`config.mk`:
```
export PLATFORM = sky130hd
export DESIGN_NAME = bcd_scan_ctrl_flat
export DESIGN_NICKNAME = d
export VERILOG_FILES = /design/src/rtl/bcd_scan_if.sv /design/src/rtl/bcd_scan_ctrl.sv /design/src/flat_wrapper.sv
export SDC_FILE = /design/constraint.sdc
export NUM_CORES = 1
export LEC_CHECK = 0
export ABC_AREA = 1
export CAP_MARGIN = 20
export CELL_PAD_IN_SITES_DETAIL_PLACEMENT = 1
export CELL_PAD_IN_SITES_GLOBAL_PLACEMENT = 1
export CORE_AREA = 10 10 101 103
export DETAILED_ROUTE_END_ITERATION = 7
export DIE_AREA = 0 0 111 113
export PLACE_DENSITY = 0.64
export SKIP_CTS_REPAIR_TIMING = 1
export SLEW_MARGIN = 20
export SYNTH_ARGS = -nofsm -noshare
export SYNTH_HDL_FRONTEND = slang
export SYNTH_SLANG_ARGS = --single-unit
```
`constraint.sdc`:
```
create_clock -name clk -period 2.6 [get_ports clk]
set_input_delay 0.26 -clock clk [delete_from_list [all_inputs] [get_ports clk]]
set_output_delay 0.26 -clock clk [all_outputs]
set_load 0.02 [all_outputs]
```
`src/rtl/bcd_scan_if.sv`:
```
// bcd_scan_if: control inputs and multiplexed display outputs of bcd_scan_ctrl.
//   inc       - count-increment request, sampled every rising edge
//   clear     - synchronous count clear, has priority over inc
//   hold      - freezes the displayed snapshot while counting continues
//   digit_val - BCD value of the digit currently being scanned
//   digit_sel - active-low one-hot select of the scanned digit
//   blank     - scanned digit is a suppressed leading zero
//   overflow  - one-cycle pulse after an all-9s rollover
// The master modport drives the controls; the slave modport is the controller.
interface bcd_scan_if #(
    parameter int NUM_DIGITS = 4
);
    logic                  inc;
    logic                  clear;
    logic                  hold;
    logic [3:0]            digit_val;
    logic [NUM_DIGITS-1:0] digit_sel;
    logic                  blank;
    logic                  overflow;

    modport master (
        output inc, clear, hold,
        input  digit_val, digit_sel, blank, overflow
    );

    modport slave (
        input  inc, clear, hold,
        output digit_val, digit_sel, blank, overflow
    );
endinterface

```
`src/rtl/bcd_scan_ctrl.sv`:
```
// bcd_scan_ctrl: NUM_DIGITS-digit BCD event counter with a time-multiplexed
// display scanner and optional leading-zero blanking.
//   clk   - rising-edge clock
//   n_rst - asynchronous active-low reset
//   bus   - bcd_scan_if slave: inc/clear/hold in, digit_val/digit_sel/blank/overflow out
// The counter increments in a single cycle with ripple carry. A snapshot of
// the count feeds the display and can be frozen with hold. The scanner
// selects each digit for SCAN_DIV cycles, independent of the count controls.
module bcd_scan_ctrl #(
    parameter int NUM_DIGITS = 4,
    parameter int SCAN_DIV   = 1000,
    parameter int BLANK_LZ   = 1
) (
    input logic       clk,
    input logic       n_rst,
    bcd_scan_if.slave bus
);
    localparam int PRE_W = (SCAN_DIV > 1) ? $clog2(SCAN_DIV) : 1;
    localparam int IDX_W = (NUM_DIGITS > 1) ? $clog2(NUM_DIGITS) : 1;
    localparam logic [PRE_W-1:0] PRE_MAX = PRE_W'(SCAN_DIV - 1);
    localparam logic [IDX_W-1:0] IDX_MAX = IDX_W'(NUM_DIGITS - 1);

    logic [3:0]       cnt     [NUM_DIGITS];
    logic [3:0]       cnt_nxt [NUM_DIGITS];
    logic [3:0]       snap    [NUM_DIGITS];
    logic             carry;
    logic             overflow_nxt;
    logic             overflow_q;
    logic [PRE_W-1:0] pre;
    logic [IDX_W-1:0] idx;
    logic             upper_zero;

    // Ripple carry: carry enters digit 0 on an increment and keeps moving up
    // only through digits at 9. A carry out of the top digit is the rollover.
    always_comb begin
        carry = bus.inc & ~bus.clear;
        for (int i = 0; i < NUM_DIGITS; i++) begin
            if (bus.clear) begin
                cnt_nxt[i] = 4'd0;
            end else if (carry) begin
                cnt_nxt[i] = (cnt[i] == 4'd9) ? 4'd0 : cnt[i] + 4'd1;
            end else begin
                cnt_nxt[i] = cnt[i];
            end
            carry = carry & (cnt[i] == 4'd9);
        end
        overflow_nxt = carry;
    end

    always_ff @(posedge clk or negedge n_rst) begin
        if (!n_rst) begin
            for (int i = 0; i < NUM_DIGITS; i++) begin
                cnt[i]  <= 4'd0;
                snap[i] <= 4'd0;
            end
            overflow_q <= 1'b0;
        end else begin
            for (int i = 0; i < NUM_DIGITS; i++) begin
                cnt[i] <= cnt_nxt[i];
                // The snapshot takes the post-edge count so the display never
                // lags the counter by a cycle when hold is low.
                if (!bus.hold) begin
                    snap[i] <= cnt_nxt[i];
                end
            end
            overflow_q <= overflow_nxt;
        end
    end

    // Scan timing: prescaler wrap advances the digit index.
    always_ff @(posedge clk or negedge n_rst) begin
        if (!n_rst) begin
            pre <= '0;
            idx <= '0;
        end else if (pre == PRE_MAX) begin
            pre <= '0;
            idx <= (idx == IDX_MAX) ? '0 : idx + 1'b1;
        end else begin
            pre <= pre + 1'b1;
        end
    end

    // A digit is a leading zero when it and every more significant digit are
    // zero; digit 0 is always shown so a zero count still displays "0".
    always_comb begin
        upper_zero = 1'b1;
        for (int j = 0; j < NUM_DIGITS; j++) begin
            if (j >= int'(idx) && snap[j] != 4'd0) begin
                upper_zero = 1'b0;
            end
        end
    end

    assign bus.blank     = (BLANK_LZ != 0) && (idx != '0) && upper_zero;
    assign bus.digit_sel = ~(NUM_DIGITS'(1) << idx);
    assign bus.digit_val = snap[idx];
    assign bus.overflow  = overflow_q;
endmodule

```
`src/flat_wrapper.sv`:
```
// flat-port wrapper written by rule: the top's interface ports become plain ports
module bcd_scan_ctrl_flat 
#(
    parameter int NUM_DIGITS = 4,
    parameter int SCAN_DIV   = 1000,
    parameter int BLANK_LZ   = 1
)
  (clk, n_rst, bus_inc, bus_clear, bus_hold, bus_digit_val, bus_digit_sel, bus_blank, bus_overflow);
  bcd_scan_if #(.NUM_DIGITS(NUM_DIGITS)) bus_i ();
  input logic clk;
  input logic n_rst;
  input wire logic [$bits(bus_i.inc)-1:0] bus_inc;
  input wire logic [$bits(bus_i.clear)-1:0] bus_clear;
  input wire logic [$bits(bus_i.hold)-1:0] bus_hold;
  output wire logic [$bits(bus_i.digit_val)-1:0] bus_digit_val;
  output wire logic [$bits(bus_i.digit_sel)-1:0] bus_digit_sel;
  output wire logic [$bits(bus_i.blank)-1:0] bus_blank;
  output wire logic [$bits(bus_i.overflow)-1:0] bus_overflow;
  assign bus_i.inc = bus_inc;
  assign bus_i.clear = bus_clear;
  assign bus_i.hold = bus_hold;
  assign bus_digit_val = bus_i.digit_val;
  assign bus_digit_sel = bus_i.digit_sel;
  assign bus_blank = bus_i.blank;
  assign bus_overflow = bus_i.overflow;
  bcd_scan_ctrl #(.NUM_DIGITS(NUM_DIGITS), .SCAN_DIV(SCAN_DIV), .BLANK_LZ(BLANK_LZ)) u_core (.clk(clk), .n_rst(n_rst), .bus(bus_i));
endmodule
```
==> results_dict.tcl <==
set metrics [dict create \
    run_status "finished with violations" \
    violations_in_the_final_reports "hold timing" \
    synth_async_sr_flop_share 1.00 \
    yosys.cell_types.count 32 \
    drcViolationCount 0 \
    core_area_um2 8130 \
    critical_path_arrival_ps 2030 \
    clock_share_of_power 0.383 \
    chipWidth_um 111 \
    sequentialPowerShare 0.561 \
    io_pins 15 \
    cellPowerDensity_nw_per_um2 452 \
    grt_pass1_wl_um 10300 \
    detailroute.via_count 2024 \
    antenna_cells 0 \
    detail_route.vias_per_cell 4.69 \
    synth-main-ff-cell "sky130_fd_sc_hd__dfrtp_1" \
    fmax_mhz 437 \
    path_max_fanout 12 \
    synth-seq-cells 45 \
    count_of_antenna_violating_nets_left_after_detailed_routing 0 \
    timing.final.crit_share 0.880 \
    first_iter_violations 70 \
    synth_top_area_cell "sky130_fd_sc_hd__dfrtp_1" \
    min_cycle_time_layout_ps 2290 \
    startpoint_kind_of_the_worst_setup_timing_path "flop" \
    floorplan.initialDensity 0.297 \
    hold_slack_ps -12.2 \
    synth_sequential_area_ratio 0.466 \
    stdcell_area_um2 2800 \
    rsz0062_at_grt "no" \
    layout-drive-gt1-share 0.110 \
    final_max_tran_viols 0 \
    synthesis.nets 316 \
    gr-usage-all-layers 0.0968 \
    number_of_antenna_violations_at_the_first_check_in_global_routing 0 \
    worst_path_clk_slew_ps 90 \
    cts_tree "done" \
    dpl_cell_area_um2 2690 \
    floorplan.die_area_um2 12500 \
    pin_count_of_the_biggest_net_entering_global_routing 26 \
    synth.most_common_cell "sky130_fd_sc_hd__nand2_1" \
    first_global_vias 2108 \
    internal_power_uw 967 \
    min-delay-path-class "in -> async" \
    post_synth_inst_count 305 \
    fillCellCount 1008 \
    cts-buffers-inserted 5 \
    combPwrFrac 0.056 \
    syn_to_final_growth_pct 15.8 \
    postSynthAreaPerCell_um2 7.92 \
    worst_clock_skew_ps 4.91 \
    totalWireLength_um 5850 \
    clock_tree.htree_level_count 2 \
    post_synth_top_cells "sky130_fd_sc_hd__nand2_1 (72), sky130_fd_sc_hd__dfrtp_1 (45), sky130_fd_sc_hd__inv_1 (35), sky130_fd_sc_hd__nor2_1 (35), sky130_fd_sc_hd__nand3_1 (23)" \
    port-buffer-count 14 \
    buffer_cell_driving_the_clock_tree_root "sky130_fd_sc_hd__clkbuf_8" \
    synthTopCellsByArea "sky130_fd_sc_hd__dfrtp_1 (47%), sky130_fd_sc_hd__nand2_1 (11%), sky130_fd_sc_hd__inv_1 (5.4%)" \
    detail_route.first_pass.iterations 4 \
    die_h_um 113 \
    mappedNetlistArea_um2 2420 \
    max_cap_violations 0 \
    num-nets-final 337 \
    clock_insertion_delay_worst_skew_ps 290 \
    crit_path_kind "reg -> out" \
    tightestPinTransition_ps 655 \
    ir_worst_vdd_v 0.000179 \
    power.switching_uw 298 \
    globalplace.congestion 0.730 \
    cts.path.max_buffers 2 \
    p_total_uw 1270 \
    yosysTopAreaCellShare 0.466 \
    cp.required_ps 2340 \
    final-setup-viol-count 0 \
    synth-edff-count 0 \
    wl_per_cell_um 13.5 \
    floorplan.rows 33 \
    worst_slew_margin_rel 0.563 \
    worst_setup_path_end_kind "output pin" \
    grt-ovfl-total 0 \
    setup-tns-final_ps 0 \
    synth.yosys.warnings 0 \
    clk_sinks 45 \
    switching_share 0.236 \
    cellLeakagePower_uw 0.00142 \
    finalHoldViolCount 23 \
    place.detailed.hpwl_um 4500 \
]
## stage by stage
stage,util,instances,setup WS [ps]
after floorplan,-,305,813
after global placement,0.331,424,534
after detailed placement,0.331,424,475
after CTS,0.343,432,136
after global routing,0.344,432,138
final,0.344,432,313
## worst max-delay path, cell delays in order (launching register included)
cell,delay [ps]
sky130_fd_sc_hd__dfrtp_2,480
sky130_fd_sc_hd__inv_1,100
sky130_fd_sc_hd__buf_4,170
sky130_fd_sc_hd__o21ai_0,80
sky130_fd_sc_hd__o21ai_0,230
sky130_fd_sc_hd__clkdlybuf4s50_1,660
## state kept, by name (all words and copies together), names as in the netlist
register and count:
u_core.pre 10, u_core.idx 2, u_core.snap 16, u_core.cnt 16, u_core.bus.overflow 1
## kinds of logic after synthesis
family	synth area share
AO/OA/AOI/OAI	0.0999
XOR/XNOR	0.00725
adder cells (fa/ha/maj)	0.0311
buffers and inverters	0.0797
flip-flops	0.466
AND/OR/NAND/NOR	0.316
## path summary, 6_finish.rpt
| kind | from | end | slack (ps) | cells past startpoint |
|---|---|---|---|---|
| setup / recovery | u_core.idx[0] | bus_digit_val[2] | 310 | 5 |
| hold / removal | n_rst | u_core.cnt[14] | -10 | 1 |
| setup reg to reg | u_core.pre[0] | u_core.pre[8] | 1020 | 6 |
| hold reg to reg | u_core.snap[6] | u_core.snap[6] | 490 | 2 |
| max in group asynchronous | n_rst | u_core.pre[1] | 1990 | 2 |
| min in group clk | u_core.snap[6] | u_core.snap[6] | 490 | 2 |
## final cells by class
type,instances,area [um^2],share of cell area
well taps,105,131,0.0470
repair buffers,19,175,0.0626
clock inverters,1,5.00,0.00179
inverters,42,165,0.0590
flip-flops and latches,45,1130,0.403
clock buffers,7,96.3,0.0344
multi-input cells,213,1100,0.392
## placed cells by master (no fill, tap or decap), types with 2 or more instances in the layout
| cell type | n |
|---|---|
| sky130_fd_sc_hd__a21oi_1 | 13 |
| sky130_fd_sc_hd__buf_4 | 5 |
| sky130_fd_sc_hd__clkbuf_8 | 7 |
| sky130_fd_sc_hd__clkdlybuf4s50_1 | 12 |
| sky130_fd_sc_hd__dfrtp_1 | 44 |
| sky130_fd_sc_hd__ha_1 | 6 |
| sky130_fd_sc_hd__inv_1 | 35 |
| sky130_fd_sc_hd__inv_2 | 5 |
| sky130_fd_sc_hd__nand2_1 | 72 |
| sky130_fd_sc_hd__nand2_2 | 4 |
| sky130_fd_sc_hd__nand3_1 | 23 |
| sky130_fd_sc_hd__nand3_2 | 2 |
| sky130_fd_sc_hd__nand4_1 | 6 |
| sky130_fd_sc_hd__nor2_1 | 35 |
| sky130_fd_sc_hd__nor2_4 | 2 |
| sky130_fd_sc_hd__nor3_1 | 7 |
| sky130_fd_sc_hd__o21ai_0 | 20 |
| sky130_fd_sc_hd__o21ai_1 | 7 |
| sky130_fd_sc_hd__o22ai_1 | 4 |
| sky130_fd_sc_hd__xor2_1 | 2 |
## power groups by stage
stage / clock network [uW] / logic, uW / registers, uW
3_3_place_gp: 0 / 72.5 / 723
4_1_cts: 501 / 73.4 / 710
2_1_floorplan: 0 / 33.5 / 722
3_5_place_dp: 0 / 73.3 / 724
5_1_grt: 531 / 80.4 / 711
6_report: 484 / 71.2 / 710
## per-layer routing
layer	part of all wire	global-route usage
met2	0.44	0.148
met5	0	0
met1	0.52	0.130
met4	0.016	0.0391
met3	0.024	0.0201
Power figures use the tool's default switching activity.
